File: src/rtl/reg_bank_drain.sv
// Eight-entry register bank with per-entry write enables; every freshly written
// entry is drained exactly once, round-robin, through a valid/ready read port.
module reg_bank_drain #(
  parameter int WIDTH = 4,
  parameter int DEPTH = 8
) (
  input  logic             clk,
  input  logic             rst_n,
  input  logic [WIDTH-1:0] d_in,
  input  logic [DEPTH-1:0] en,
  output logic             rd_valid,
  input  logic             rd_ready,
  output logic [WIDTH-1:0] rd_data,
  output logic [2:0]       rd_idx,
  output logic [DEPTH-1:0] pending,
  output logic             overwrite
);
  localparam int IW = $clog2(DEPTH);

  // Read handshake: an update transfers on a rising clk edge where rd_valid and
  // rd_ready are both 1; rd_data/rd_idx hold steady while rd_valid=1 and
  // rd_ready=0, and rd_ready is ignored while rd_valid=0.
  typedef enum logic {ST_EMPTY, ST_FULL} state_t;

  state_t           state_q, state_d;
  logic [WIDTH-1:0] mem_q [DEPTH];
  logic [WIDTH-1:0] mem_d [DEPTH];
  logic [DEPTH-1:0] dirty_q, dirty_d;
  logic [IW-1:0]    ptr_q, ptr_d;
  logic [WIDTH-1:0] rd_data_q, rd_data_d;
  logic [IW-1:0]    rd_idx_q, rd_idx_d;
  logic             overwrite_q, overwrite_d;

  logic [IW-1:0]    sel;
  logic [IW-1:0]    cand;
  logic             found;
  logic             load;
  logic [DEPTH-1:0] load_mask;

  // Scan from the far end back toward ptr so the nearest dirty entry wins.
  always_comb begin
    sel   = ptr_q;
    cand  = ptr_q;
    found = 1'b0;
    for (int k = DEPTH - 1; k >= 0; k--) begin
      cand = ptr_q + IW'(k);
      if (dirty_q[cand]) begin
        sel   = cand;
        found = 1'b1;
      end
    end
  end

  always_comb begin
    state_d = state_q;
    load    = 1'b0;
    case (state_q)
      ST_EMPTY: if (found) load = 1'b1;
      ST_FULL: begin
        if (rd_ready) begin
          if (found) load = 1'b1;
          else       state_d = ST_EMPTY;
        end
      end
      default: state_d = ST_EMPTY;
    endcase
    if (load) state_d = ST_FULL;
  end

  // A write landing on the entry being loaded keeps it dirty: the old value
  // leaves now and the new one drains on a later pass.
  always_comb begin
    load_mask   = '0;
    ptr_d       = ptr_q;
    rd_data_d   = rd_data_q;
    rd_idx_d    = rd_idx_q;
    if (load) begin
      load_mask[sel] = 1'b1;
      ptr_d          = sel + 1'b1;
      rd_data_d      = mem_q[sel];
      rd_idx_d       = sel;
    end
    dirty_d     = (dirty_q & ~load_mask) | en;
    overwrite_d = |(en & dirty_q & ~load_mask);
    for (int i = 0; i < DEPTH; i++) begin
      mem_d[i] = en[i] ? d_in : mem_q[i];
    end
  end

  always_ff @(posedge clk) begin
    if (!rst_n) begin
      state_q     <= ST_EMPTY;
      dirty_q     <= '0;
      ptr_q       <= '0;
      rd_data_q   <= '0;
      rd_idx_q    <= '0;
      overwrite_q <= 1'b0;
      for (int i = 0; i < DEPTH; i++) mem_q[i] <= '0;
    end else begin
      state_q     <= state_d;
      dirty_q     <= dirty_d;
      ptr_q       <= ptr_d;
      rd_data_q   <= rd_data_d;
      rd_idx_q    <= rd_idx_d;
      overwrite_q <= overwrite_d;
      for (int i = 0; i < DEPTH; i++) mem_q[i] <= mem_d[i];
    end
  end

  assign rd_valid  = (state_q == ST_FULL);
  assign rd_data   = rd_data_q;
  assign rd_idx    = 3'(rd_idx_q);
  assign pending   = dirty_q;
  assign overwrite = overwrite_q;
endmodule

File: config.mk
export PLATFORM = sky130hd
export DESIGN_NAME = reg_bank_drain
export DESIGN_NICKNAME = d
export VERILOG_FILES = /design/src/rtl/reg_bank_drain.sv
export SDC_FILE = /design/constraint.sdc
export NUM_CORES = 1
export LEC_CHECK = 0
export CELL_PAD_IN_SITES_DETAIL_PLACEMENT = 0
export CELL_PAD_IN_SITES_GLOBAL_PLACEMENT = 1
export CORE_MARGIN = 2
export CORE_UTILIZATION = 47
export CTS_BUF_LIST = sky130_fd_sc_hd__clkbuf_2 sky130_fd_sc_hd__clkbuf_4 sky130_fd_sc_hd__clkbuf_8
export DETAILED_ROUTE_END_ITERATION = 10
export GPL_TIMING_DRIVEN = 0
export PLACE_DENSITY = 0.92
export SYNTH_ARGS = -nofsm -noshare
export SYNTH_HDL_FRONTEND = slang
export SYNTH_SLANG_ARGS = --single-unit
File: constraint.sdc
create_clock -name clk -period 4.3 [get_ports clk]
set_input_delay 1.075 -clock clk [delete_from_list [all_inputs] [get_ports clk]]
set_output_delay 1.075 -clock clk [all_outputs]
set_load 0.01 [all_outputs]
* Word-level counts from Yosys, hierarchy flattened *
Memory sizes are Yosys's and may differ from the RTL's. A register that Yosys moved wholly into a read port is not among the register bits.
Index checks and enable logic that the tools add are counted.

cells by class
  magnitude comparators = 10
  multiplexer cells = 59
  equal/unequal tests = 8
  bitwise gates (word level) = 14
  $add $sub $neg = 8
  reductions and logical operators = 11

operator list
  kind                                                                                 count
  4-bit 2-to-1 mux                                                                     16
  3-bit by 4-bit < comparator with 1-bit output, second input constant                 9
  8-bit AND                                                                            3
  1-bit binary-select mux with 3-bit select                                            8
  1-bit 2-to-1 mux                                                                     24
  3-bit 2-to-1 mux                                                                     8
  2-bit AND reduction                                                                  8
  3-bit adder, second input constant                                                   4
  8-bit 2-to-1 mux                                                                     1
  1-bit != test, second input constant                                                 8
  8-bit NOT                                                                            1
  1-bit OR                                                                             8
  8-bit OR                                                                             1
  8-bit OR reduction                                                                   1
  3-bit by 1-bit adder with 3-bit output, second input constant                        2
  3-bit by 2-bit adder with 3-bit output, second input constant                        2
  1-bit demux with 3-bit select                                                        1
  3-bit by 1-bit greater-or-equal comparator with 1-bit output, second input constant  1
  1-bit case mux with 2 select lines                                                   1
  1-bit logical AND                                                                    1
  1-bit logical NOT                                                                    1
  1-bit NOT                                                                            1

word-level totals
  word-level logic and storage cells = 116
  memories kept = 1
  RAM bits = 32
  register bits after elaboration = 16

memory list
  memory  depth  width  read ports  clocked after Yosys merged registers in  wr ports  RTL line  source
  mem_q   8      4      1           1                                        8         26        logic [WIDTH-1:0] mem_q [DEPTH];

* Longest topological paths before layout *
  depth in word-level cells = 19
  depth in mapped cells = 16
  mapped depth without buffers = 11

* Worst setup path after synthesis *
Ideal clock, no wire load.

  path kind = register to register
  from = register ptr_q[0]
  to = register overwrite_q (netlist: overwrite)
  path buffers = 4
  library setup time = 0.134 ns
  required time = 4.166 ns
  path slack = 0.770 ns
  arrival time = 3.396 ns
  stages on the path, launching flop included = 16
  period minus slack after synthesis = 3.530 ns
  path through = dfxtp_1 -> buf_2 -> buf_4 -> inv_2 -> ha_1 -> buf_2 -> buf_2 -> mux2i_1 -> nor3_1 -> o31a_1 -> o32a_1 -> o21ai_2 -> nand2_1 -> o31ai_1 -> a2bb2oi_1 -> a41oi_1

between the ends
  word-level cells in the longest chain between the ends = 19

ends and longest elaborated chain
  item                                                                                                                                                 RTL line  source
  from (decl)                                                                                                                                          29        logic [IW-1:0] ptr_q, ptr_d;
  from (signal assigned)                                                                                                                               102       ptr_q <= ptr_d;
  3-bit adder                                                                                                                                          46        cand = ptr_q + IW'(k);
  1-bit binary-select mux with 3-bit select                                                                                                            47        if (dirty_q[cand]) begin
  1-bit 2-to-1 mux (not written as such)                                                                                                               47
  3-bit 2-to-1 mux (8 in a row)                                                                                                                        47
  3-bit by 4-bit < comparator with 1-bit output (not written as such) or 3-bit by 1-bit greater-or-equal comparator with 1-bit output (tied branches)  78        load_mask[sel] = 1'b1;
  1-bit logical AND (not written as such)                                                                                                              78
  1-bit 2-to-1 mux (not written as such)                                                                                                               78
  1-bit demux with 3-bit select                                                                                                                        78
  8-bit 2-to-1 mux (*)                                                                                                                                 77        if (load) begin
  8-bit NOT (*)                                                                                                                                        84        overwrite_d = |(en & dirty_q & ~load_mask);
  8-bit AND (*)                                                                                                                                        84
  8-bit OR reduction (*)                                                                                                                               84
  to (signal assigned)                                                                                                                                 105       overwrite_q <= overwrite_d;
  to (decl)                                                                                                                                            32        logic overwrite_q, overwrite_d;

Mark *: on every way between the ends. The rest lies on a longest branch, timed or not. The select of a mux whose other input is x is not followed.
A chain may end at the register's enable or synchronous reset.

* Final worst setup path *
Same ends and word-level chain as after synthesis.

==> metrics.md <==
| Metric | Value |
|---|---|
| Most frequent cells in the layout | `32 x edfxtp_1, 30 x clkdlybuf4s50_1, 24 x and3_1` |
| Setup bufs post-CTS | `0` |
| Vias in the first global route | `2,687` |
| I/O Pins | `32` |
| WHS | `0.5314 ns` |
| GR Layer Usage met1 | `0.3489` |
| CTS tree | `built` |
| EDFF count, synth | `32` |
| Synthesized net count | `349` |
| Met2 GRT Util | `0.3385` |
| Seq/Total Area, Yosys | `0.4012` |
| HP Class | `register to register` |
| IO buf count | `30` |
| RR Startpoint | `ptr_q[0]$_SDFFE_PN0N_` |
| Core Area | `0.006907 sq mm` |
| Post-route setup slack | `0.2929 ns` |
| Largest net degree at the start of global routing | `17` |
| Mapped Avg Cell Area | `10.22 sq um` |
| CP Max Fanout | `10` |
| CTS Sinks | `52` |
| WP data arrival | `4.19 ns` |
| Placer Congestion | `0.9018` |
| F_max | `249.6 MHz` |
| Antenna Violating Nets Remaining | `0` |
| Final wirelength | `8821 microns` |
| Ys flop type | `edfxtp_1` |
| Chip height | `88.97 microns` |
| CP startpoint kind | `register` |
| Tcrit/Tclk final | `0.9319` |
| DRC Markers | `0` |
| End point of the critical path | `overwrite$_SDFF_PN0_` |
| Initial drt markers | `248` |
| Max-cap viol count | `0` |
| Final Hold Viols | `0` |
| CP Capture Type | `register` |
| Layout area overhead | `15.63%` |
| Worst-path clk slew | `0.09 ns` |
| Worst reg-to-reg setup slack | `0.29 ns` |
| Die W | `88.97 microns` |
| Util after Layout | `0.5681` |
| Leakage power | `1.470 nW` |
| Quantity of hold-fixing buffers added after cts | `0` |
| Vias | `2,901` |
| Cell count of the worst reg-to-reg path | `15` |
| All-Layer GR Usage | `0.2317` |
| Max-slew violation count | `0` |
| Post-Syn Area | `0.003393 sq mm` |
| Total Power | `3.089 mW` |
| Setup violations, final | `0` |
| Synth async-reset ratio | `0` |
| CTS buffer count | `5` |
| Initial antenna violation count | `0` |
| Met3 Use GR | `0.05263` |
| Instance count of the mapped netlist | `332` |
| Clock root cell | `clkbuf_8` |
| Worst Skew | `0.009894 ns` |
| Pre-CTS WS | `0.1083 ns` |
| WL/cell | `18.93 microns` |
| Yosys reg bits | `52` |
| Yosys top cell by area | `edfxtp_1` |
| H-tree depth | `2` |
| Worst-skew pair later-pin latency | `0.31 ns` |
| First-pass GRT wire length | `13,830 microns` |
| Worst setup path startpoint | `ptr_q[0]$_SDFFE_PN0N_` |
| Layout cells sized above 1 | `0.1541` |
| Required @ worst endpoint | `4.48 ns` |
| Vias/cell | `6.225` |
| Die area | `0.007916 sq mm` |
| Post-synth cell types | `60` |
| Min Tclk post-route | `4.007 ns` |
| WS Path Type | `register to register` |
| Most frequent standard cell in the layout excluding fill and tap cells | `edfxtp_1` |
| Max_slew headroom | `0.5415` |
| Initial Utilization | `0.4913` |
| YS warnings | `0` |
| Post-CTS sizing | `0` |
| Cell Rows | `30` |
| Number of diodes | `0` |
| Setup TNS Final | `0 ns` |
| HPWL Detailed | `6460 microns` |
| Max VDD drop | `0.0003411 V` |
| First-pass detailed-route iteration total | `5` |
| Unrepaired setup endpoints after global routing | `false` |
| Slew @ Worst Pin | `0.6686 ns` |
| CTS max path bufs | `2` |
| Critical register-to-register path endpoint | `overwrite$_SDFF_PN0_` |
| Fin nets | `386` |
| Post-synth top area share | `0.2832` |
| Status | `finished clean` |
| Top cells by area, synth | `edfxtp_1 28%, dfxtp_1 12%, mux4_2 7.3%` |
| Busiest layer in global routing | `met1` |
| Aggregate global routing overflow | `0` |
| Power per cell area | `787.3 mW/mm^2` |
## routing by layer
metal,wire [microns],vias to the layer above,share of wire
met2,3970,134,0.45
met5,0,-,0
met3,615,16,0.070
li1,-,1343,-
met1,4082,1408,0.46
met4,153,0,0.017
## Yosys cell counts, drive strengths merged, types with 3 or more instances
library cell	instances
a211oi	6
a21oi	18
a311oi	4
a31oi	3
and2	7
and3	24
buf	13
clkbuf	20
dfxtp	20
edfxtp	32
inv	8
mux2	10
mux2i	20
mux4	11
nand2	19
nand2b	11
nand3	6
nand4	7
nor2	21
nor2b	4
nor3	5
o21a	3
o21ai	17
o221ai	5
o22ai	4
xnor2	4
## cells by family after synthesis
family,count (synthesis),synth area share
AOI/OAI and AO/OA,78,0.1670
xor gates and xnor gates,4,0.01586
adders and majority gates,2,0.007373
buffers and inverters,41,0.05752
DFF,52,0.4012
muxes,41,0.1685
and+or+nand+nor,114,0.1825
## sequential cells by signal, indices dropped and copies added (netlist names)
register,flops
overwrite,1
rd_data,4
mem_q,32
pending,8
rd_valid,1
ptr_q,3
rd_idx,3
## worst max-delay path, stage by stage (launching register included)
cell and delay [ns]:
dfxtp_1 0.35, buf_2 0.19, buf_4 0.24, inv_2 0.11, ha_1 0.28, buf_2 0.20, clkbuf_4 0.27, mux2i_1 0.31
nor3_1 0.09, o31a_1 0.32, o32a_1 0.38, o21ai_4 0.28, nand2_2 0.17, o31ai_2 0.35, a2bb2oi_2 0.20, a41oi_1 0.15
## stage by stage
stage	cell area, sq um	std cells
after floorplan	3393	332
after global placement	3814	458
after detailed placement	3814	458
after CTS	3900	466
after global routing	3924	466
final	3924	466
## where the power goes
group | leakage [nW] | switching, mW | internal, mW
Sequential | 0.510 | 0.0425 | 0.615
Clock | 0.0460 | 0.163 | 0.114
Combinational | 0.915 | 1.22 | 0.932
## worst min path at each step
stage	from	endpoint	slack [ns]	cells past startpoint
finish	rd_idx[2]$_SDFFE_PN0N_	rd_idx[2]$_SDFFE_PN0N_	0.53	2
global route	rd_idx[1]$_SDFFE_PN0N_	rd_idx[1]$_SDFFE_PN0N_	0.56	2
CTS	rd_idx[1]$_SDFFE_PN0N_	rd_idx[1]$_SDFFE_PN0N_	0.53	2
detailed placement	rd_idx[2]$_SDFFE_PN0N_	rd_idx[2]$_SDFFE_PN0N_	0.51	2
global placement	rd_idx[1]$_SDFFE_PN0N_	rd_idx[1]$_SDFFE_PN0N_	0.50	2
floorplan	rd_idx[1]$_SDFFE_PN0N_	rd_idx[1]$_SDFFE_PN0N_	0.52	2
## cell type report
type / instances / area, sq um
Buffer: 33 / 167.7
Clock buffer: 5 / 68.82
Clock inverter: 3 / 17.52
Fill cell: 634 / 2983
Inverter: 8 / 30.03
Multi-Input combinational cell: 239 / 1858
Sequential cell: 52 / 1361
Tap cell: 96 / 120.1
Timing Repair Buffer: 30 / 300.3
Power figures use the tool's default switching activity.
